<file path="src/rtl/multicycle_control.sv">
// Moore sequencing controller for the multicycle RISC-V core: steps one instruction
// through fetch/decode/execute/memory/writeback and drives every datapath control.
//
// state    | meaning
// ---------+---------------------------------------------------------------
// FETCH    | read instruction at PC, PC+4 onto result bus; waits on memReady
// DECODE   | oldPC + imm precomputes branch/jump target
// MEMADR   | rs1 + imm computes load/store address
// MEMREAD  | load access at ALU result register; waits on memReady
// MEMWRITE | store access, memWrite held; waits on memReady
// MEMWB    | memory data register written to rd
// EXECR    | rs1 op rs2
// EXECI    | rs1 op imm
// ALUWB    | ALU result register written to rd
// BEQ      | rs1 - rs2, PC loaded from target when zero
// JAL      | oldPC + 4 computed, PC loaded from target
// TRAP     | unsupported opcode, held until reset

module multicycle_control (
  input  logic       clk,
  input  logic       resetN,
  input  logic [6:0] op,
  input  logic [2:0] funct3,
  input  logic       funct7,
  input  logic       zero,
  input  logic       memReady,
  output logic       memReq,
  output logic       memWrite,
  output logic       adrSrc,
  output logic       irWrite,
  output logic       pcWrite,
  output logic       regWrite,
  output logic [1:0] aluSrcA,
  output logic [1:0] aluSrcB,
  output logic [1:0] resultSrc,
  output logic [1:0] immSrc,
  output logic [2:0] ALUcontrol,
  output logic       illegalInstr
);

  typedef enum logic [3:0] {
    FETCH, DECODE, MEMADR, MEMREAD, MEMWRITE, MEMWB,
    EXECR, EXECI, ALUWB, BEQ, JAL, TRAP
  } state_t;

  localparam logic [6:0] OP_LW  = 7'b0000011;
  localparam logic [6:0] OP_SW  = 7'b0100011;
  localparam logic [6:0] OP_R   = 7'b0110011;
  localparam logic [6:0] OP_I   = 7'b0010011;
  localparam logic [6:0] OP_BEQ = 7'b1100011;
  localparam logic [6:0] OP_JAL = 7'b1101111;

  state_t     state;
  state_t     state_next;
  logic [1:0] alu_op;

  always_ff @(posedge clk or negedge resetN) begin
    if (!resetN) state <= FETCH;
    else         state <= state_next;
  end

  always_comb begin
    state_next = state;
    case (state)
      FETCH:    if (memReady) state_next = DECODE;
      DECODE: begin
        case (op)
          OP_LW, OP_SW: state_next = MEMADR;
          OP_R:         state_next = EXECR;
          OP_I:         state_next = EXECI;
          OP_BEQ:       state_next = BEQ;
          OP_JAL:       state_next = JAL;
          default:      state_next = TRAP;
        endcase
      end
      MEMADR:   state_next = op[5] ? MEMWRITE : MEMREAD;
      MEMREAD:  if (memReady) state_next = MEMWB;
      MEMWRITE: if (memReady) state_next = FETCH;
      EXECR, EXECI, JAL: state_next = ALUWB;
      MEMWB, ALUWB, BEQ: state_next = FETCH;
      TRAP:     state_next = TRAP;
      default:  state_next = FETCH;
    endcase
  end

  always_comb begin
    memReq       = 1'b0;
    memWrite     = 1'b0;
    adrSrc       = 1'b0;
    irWrite      = 1'b0;
    pcWrite      = 1'b0;
    regWrite     = 1'b0;
    aluSrcA      = 2'b00;
    aluSrcB      = 2'b00;
    resultSrc    = 2'b00;
    alu_op       = 2'b00;
    illegalInstr = 1'b0;
    case (state)
      FETCH: begin
        memReq    = 1'b1;
        aluSrcB   = 2'b10;
        resultSrc = 2'b10;
        irWrite   = memReady;
        pcWrite   = memReady;
      end
      DECODE: begin
        aluSrcA = 2'b01;
        aluSrcB = 2'b01;
      end
      MEMADR: begin
        aluSrcA = 2'b10;
        aluSrcB = 2'b01;
      end
      MEMREAD: begin
        memReq = 1'b1;
        adrSrc = 1'b1;
      end
      MEMWRITE: begin
        memReq   = 1'b1;
        adrSrc   = 1'b1;
        memWrite = 1'b1;
      end
      MEMWB: begin
        resultSrc = 2'b01;
        regWrite  = 1'b1;
      end
      EXECR: begin
        aluSrcA = 2'b10;
        alu_op  = 2'b10;
      end
      EXECI: begin
        aluSrcA = 2'b10;
        aluSrcB = 2'b01;
        alu_op  = 2'b10;
      end
      ALUWB:    regWrite = 1'b1;
      BEQ: begin
        aluSrcA = 2'b10;
        alu_op  = 2'b01;
        pcWrite = zero;
      end
      JAL: begin
        aluSrcA = 2'b01;
        aluSrcB = 2'b10;
        pcWrite = 1'b1;
      end
      TRAP:     illegalInstr = 1'b1;
      default: ;
    endcase
  end

  // sub for R-type only: I-type reuses funct7 bit as immediate data
  always_comb begin
    ALUcontrol = 3'b000;
    case (alu_op)
      2'b01: ALUcontrol = 3'b001;
      2'b10: begin
        case (funct3)
          3'b000:  ALUcontrol = (op[5] && funct7) ? 3'b001 : 3'b000;
          3'b010:  ALUcontrol = 3'b101;
          3'b110:  ALUcontrol = 3'b011;
          3'b111:  ALUcontrol = 3'b010;
          default: ALUcontrol = 3'b000;
        endcase
      end
      default: ALUcontrol = 3'b000;
    endcase
  end

  always_comb begin
    case (op)
      OP_SW:   immSrc = 2'b01;
      OP_BEQ:  immSrc = 2'b10;
      OP_JAL:  immSrc = 2'b11;
      default: immSrc = 2'b00;
    endcase
  end

endmodule

</file>
<file path="config.mk">
export PLATFORM = sky130hd
export DESIGN_NAME = multicycle_control
export DESIGN_NICKNAME = d
export VERILOG_FILES = /design/src/rtl/multicycle_control.sv
export SDC_FILE = /design/constraint.sdc
export NUM_CORES = 1
export LEC_CHECK = 0
export CORE_MARGIN = 2
export CORE_UTILIZATION = 43
export CTS_BUF_LIST = sky130_fd_sc_hd__clkbuf_8
export DETAILED_ROUTE_END_ITERATION = 12
export GPL_ROUTABILITY_DRIVEN = 0
export HOLD_SLACK_MARGIN = 0.03
export MAX_ROUTING_LAYER = met4
export PLACE_DENSITY = 0.93
export REMOVE_ABC_BUFFERS = 1
export SETUP_SLACK_MARGIN = 0.02
export SYNTH_ARGS = -nofsm -noshare
export SYNTH_HDL_FRONTEND = slang
export SYNTH_SLANG_ARGS = --single-unit
</file>
<file path="constraint.sdc">
create_clock -name clk -period 3.75 [get_ports clk]
set_input_delay 0.9375 -clock clk [delete_from_list [all_inputs] [get_ports clk]]
set_output_delay 0.9375 -clock clk [all_outputs]
set_load 0.05 [all_outputs]
</file>
* After elaboration in Yosys (flattened, before gate mapping)
Index checks and enable logic that the tools add are counted.
** Word-level totals
- Bits in registers :: 4
- Bits of input ports :: 15
** Operators by class
- Eq/ne operators :: 25
- Mux-type cells :: 21
- Reductions and logical operators :: 14
** Operators by type and width (count)
- $pmux 4 s7 :: 1
- $pmux 4 s5 :: 1
- $eq 4x3->1 const B :: 4
- $eq 4x4->1 const B :: 4
- $pmux 2 s2 :: 4
- $eq 7x6->1 const B :: 2
- $eq 7x7->1 const B :: 2
- $mux 4 :: 3
- $pmux 3 s4 :: 1
- $reduce_or 2->1 :: 6
- $reduce_or 3->1 :: 3
- $eq 4x2->1 const B :: 2
- $eq 7x2->1 const B :: 1
- $eq 7x5->1 const B :: 1
- $mux 1 :: 7
- $eq 3x3->1 const B :: 2
- $ne 2x2->1 const B :: 3
- $pmux 2 s3 :: 1
- $pmux 3 s2 :: 1
- $eq 4x1->1 const B :: 1
- $logic_not 4->1 :: 1
- $reduce_or 4->1 :: 1
- $eq 3x2->1 const B :: 1
- $logic_not 3->1 :: 1
- 6 further kinds :: 6

* Logic depth before layout (Yosys ltp)
- Depth after elaboration :: 5
- Gate-level depth with buffers :: 7
- Depth with buffers taken out :: 7

* Worst setup path before layout
Ideal clock, no wire load.
- Kind :: register -> output
- Start point :: register state[1]
- End point :: output port irWrite
- Arrival :: 2745 ps
- Required time :: 2812 ps
- Path slack :: 68 ps
- Stages on the path, launching flop included :: 4
- Cells stage by stage :: dfrtp_1 > clkbuf_8 > nor4_1 > and2_1
** Between the ends
- Cells in the longest elaborated chain, start to end :: 2
** RTL lines
- from (decl) :: RTL line 53 : state_t state;
- from (signal assigned) :: RTL line 59 : else state <= state_next;
- $logic_not 4->1 :: RTL line 98 : case (state)
- $mux 1 :: RTL line 98
- to (decl) :: RTL line 30 : output logic irWrite,
Every way passes these cells.

* Final worst setup path
- Start point :: register state[1]
- End point :: output port ALUcontrol[1]
** Between the ends
- Cells in the longest elaborated chain, start to end :: 5
- Elaborated cells on any way between the ends :: 8
** RTL lines
- $eq 4x3->1 :: RTL line 98
- $reduce_or 2->1 (no source line)
- $pmux 2 s2 * :: RTL line 98
- $eq 2x2->1 or $eq 2x1->1 (tied branches) :: RTL line 155 : case (alu_op)
- $pmux 3 s2 * :: RTL line 155
- to (decl) :: RTL line 37 : output logic [2:0] ALUcontrol,
Every way passes the cells marked *; elsewhere a longest branch is shown, timed or not.

==> metrics.cfg <==
[floorplan]
die_w_um=42.37
initial_core_util=0.4747
die_height_um=42.37
rows=13
core_area_um2=1334
ios=33
die_area_um2=1795

[cells_and_area]
syn_to_final_growth_pct=54.35
largest_reg_flops=4
fillers=113
drive_gt1_frac=0.1129
fin_nets=143
top_register=state
reg_top3=state x4
antenna_cells=0

[drt]
postRouteAntennaNets=0
viasPerCell=5.532
route.detailed.drc=0
routed_wl_mm=1.626
wl_per_cell_um=11.70
drtIter0Drc=26
drtPass1Iterations=4
num_vias=769

[sta]
slew_headroom=0.6662
maxSlewViolCount=0
rsz0062_at_grt=false
fin_crit_sh=0.8970
worst_slew_pin_slew_ps=499.1
layout_min_cycle_time_ps=3364
hold_slack_ps=812.1
tns_ps=0
fin_skew_ps=1.225
hold_viol_final=0
max_freq_ghz=0.2973
setup_viol=0

[cts]
clk_path_buf_depth=2
cts_hold_buffers=0
cts_tree=yes
cts_buffers=3
cts-root-buf=clkbuf_8
cts.repair.resized=0
clock_latency_ps=210
path_clk_slew_ps=30
htree_levels=1
post-cts-setup-buffer-count=0
cts.sinks=4

[grt]
grt_pass1_wl_mm=2.732
grt_start_max_net_pins=18
grt_pass1_vias=670
track_usage=0.1993
overflow=0
antenna_found_initial=0

[critical_path]
start_kind=flop
cpPeakStageDelay_ps=800
cp.buffers_inverters=3
cp_cell_sequence=inv_1 > nor2_1 > nand2_1 > inv_1 > ha_1 > nand2_1 > nor2_1 > clkdlybuf4s50_1
worstReg2RegStart=state[1]
regToRegEndpoint=state[2]
ff2ff_path_depth=4
critPathKind=reg -> out
crit_arrival_ps=2430
path_delay_family=buffers and inverters
cp_data_required_time_ps=2810
cp_max_fo=15
crit_path_top_delay_cell=clkdlybuf4s50_1
rrSetupSlack_ps=2230
crit_path_end_kind=output pin

[yosys]
ys_ff_latch=4
netlist_instances=95
syn_avg_cell_area_um2=6.664
ys_seq_area_frac=0.1581
synth.cell_area_um2=633.1
yosys_warnings=0
synth.distinct_cells=35

[placement]
portBuffers=32
dpl.hpwl_mm=1.303

[min_path]
whs_endpoint=state[3]
min_from=state[1]
hold_class=reg -> reg
min_path_cells=2

[status]
status=finished, final reports clean

[pwr]
powerDensity_nw_per_um2=817.5
ir_worst_vdd_mv=0.6308
p_leak_nw=0.4187

[run]
maxCapViolCount=0

[synthesized netlist by cell type]
library cell,instances,share of area
nor2_1,14,0.083
a21oi_1,10,0.079
nand2_1,10,0.059
inv_1,7,0.042
o21ai_0,7,0.055
dfrtp_1,4,0.16
and2_1,3,0.030
nand3_1,3,0.024
nor2b_1,3,0.030
a21boi_0,2,0.024
a22oi_1,2,0.024
and2b_1,2,0.024
clkbuf_8,2,0.043
ha_1,2,0.040
nor3_1,2,0.016
nor4_1,2,0.020
or3_1,2,0.020
a211o_2,1,0.016
a21o_1,1,0.012
a21oi_2,1,0.014
a31o_2,1,0.014
a31oi_1,1,0.0099
and3_1,1,0.0099
and3b_1,1,0.014
buf_2,1,0.0079
buf_4,1,0.012
clkbuf_1,1,0.0059
clkbuf_2,1,0.0079
mux2i_1,1,0.016
nand4_1,1,0.0099
nor2_4,1,0.018
o311ai_0,1,0.014
o31ai_2,1,0.020
or3_4,1,0.018
xor2_1,1,0.014
[worst max path at each step]
stage               startpoint             to  slack (ps)  depth (start not counted)
CTS                   state[1]  ALUcontrol[1]         400                          8
finish                state[1]  ALUcontrol[1]         390                          8
floorplan             state[0]        irWrite         110                          2
global placement     funct3[1]  ALUcontrol[1]         460                          4
detailed placement    memReady        irWrite         440                          3
global route          state[1]  ALUcontrol[1]         180                          8
[cell type report]
type	instances	area (µm²)	area share
Sequential cell	4	100.1	0.1024
Inverter	7	26.28	0.02689
Timing Repair Buffer	32	332.8	0.3406
Tap cell	15	18.77	0.01921
Multi-Input combinational cell	78	457.9	0.4686
Clock buffer	3	41.29	0.04225
[tightest hold or removal path: stages, from the launching register on]
cell	delay, ps
dfrtp_1	530
o21ai_0	140
o21ai_0	90
[report_power, final]
part           switching [W]   total, W  internal (W)
Combinational       0.000377   0.000588      0.000211
Sequential         0.0000641   0.000124     0.0000600
Clock              0.0000188  0.0000869     0.0000681
Total               0.000460   0.000799      0.000339
[cell families after synthesis]
group | Yosys count | synth area share
simple gates | 46 | 0.3735
xor+xnor | 1 | 0.01384
buf+inv | 13 | 0.1186
mux | 1 | 0.01581
compound gates | 28 | 0.2806
flops | 4 | 0.1581
fa+ha+maj | 2 | 0.03952
[layer usage]
layer	share of wire	wire, µm	track usage	vias up
li1	-	-	-	391
met1	0.43	703	0.2558	350
met2	0.50	821	0.3169	26
met3	0.051	83	0.02586	2
met4	0.010	17	0.07500	0
met5	0	0	-	-
[placed cells by master (no fill, tap or decap)]
cell and count:
o31ai_2 1, a21oi_1 10, buf_12 2, a22oi_1 2, or3_1 2, a21oi_2 1, nor2_4 1, and3_1 1
a21boi_0 2, a31oi_1 1, and2_1 3, o311ai_0 1, a31o_2 1, nand4_1 1, buf_4 3, and2b_1 2
clkbuf_8 3, nor3_1 2, nor2b_1 3, dfrtp_1 4, and3b_1 1, a21o_1 1, clkdlybuf4s50_1 27, or3_4 1
nor2_1 14, ha_1 2, a211o_2 1, inv_1 7, nand3_1 3, mux2i_1 1, nor4_1 2, nand2_1 10
xor2_1 1, o21ai_0 7
[stage by stage]
step	power [W]	instance area, µm²	utilization	worst slack [ps]	instances
final	0.0007988	977.2	0.7326	386.2	139
after global routing	0.0008534	977.2	0.7326	183.3	139
after CTS	0.0008031	977.2	0.7326	396.3	139
after detailed placement	0.0007126	935.9	0.7017	439.5	136
after global placement	0.0007023	935.9	0.7017	455.6	136
after floorplan	0.0005236	584.3	-	111.0	89
(Power assumes the default switching activity.)
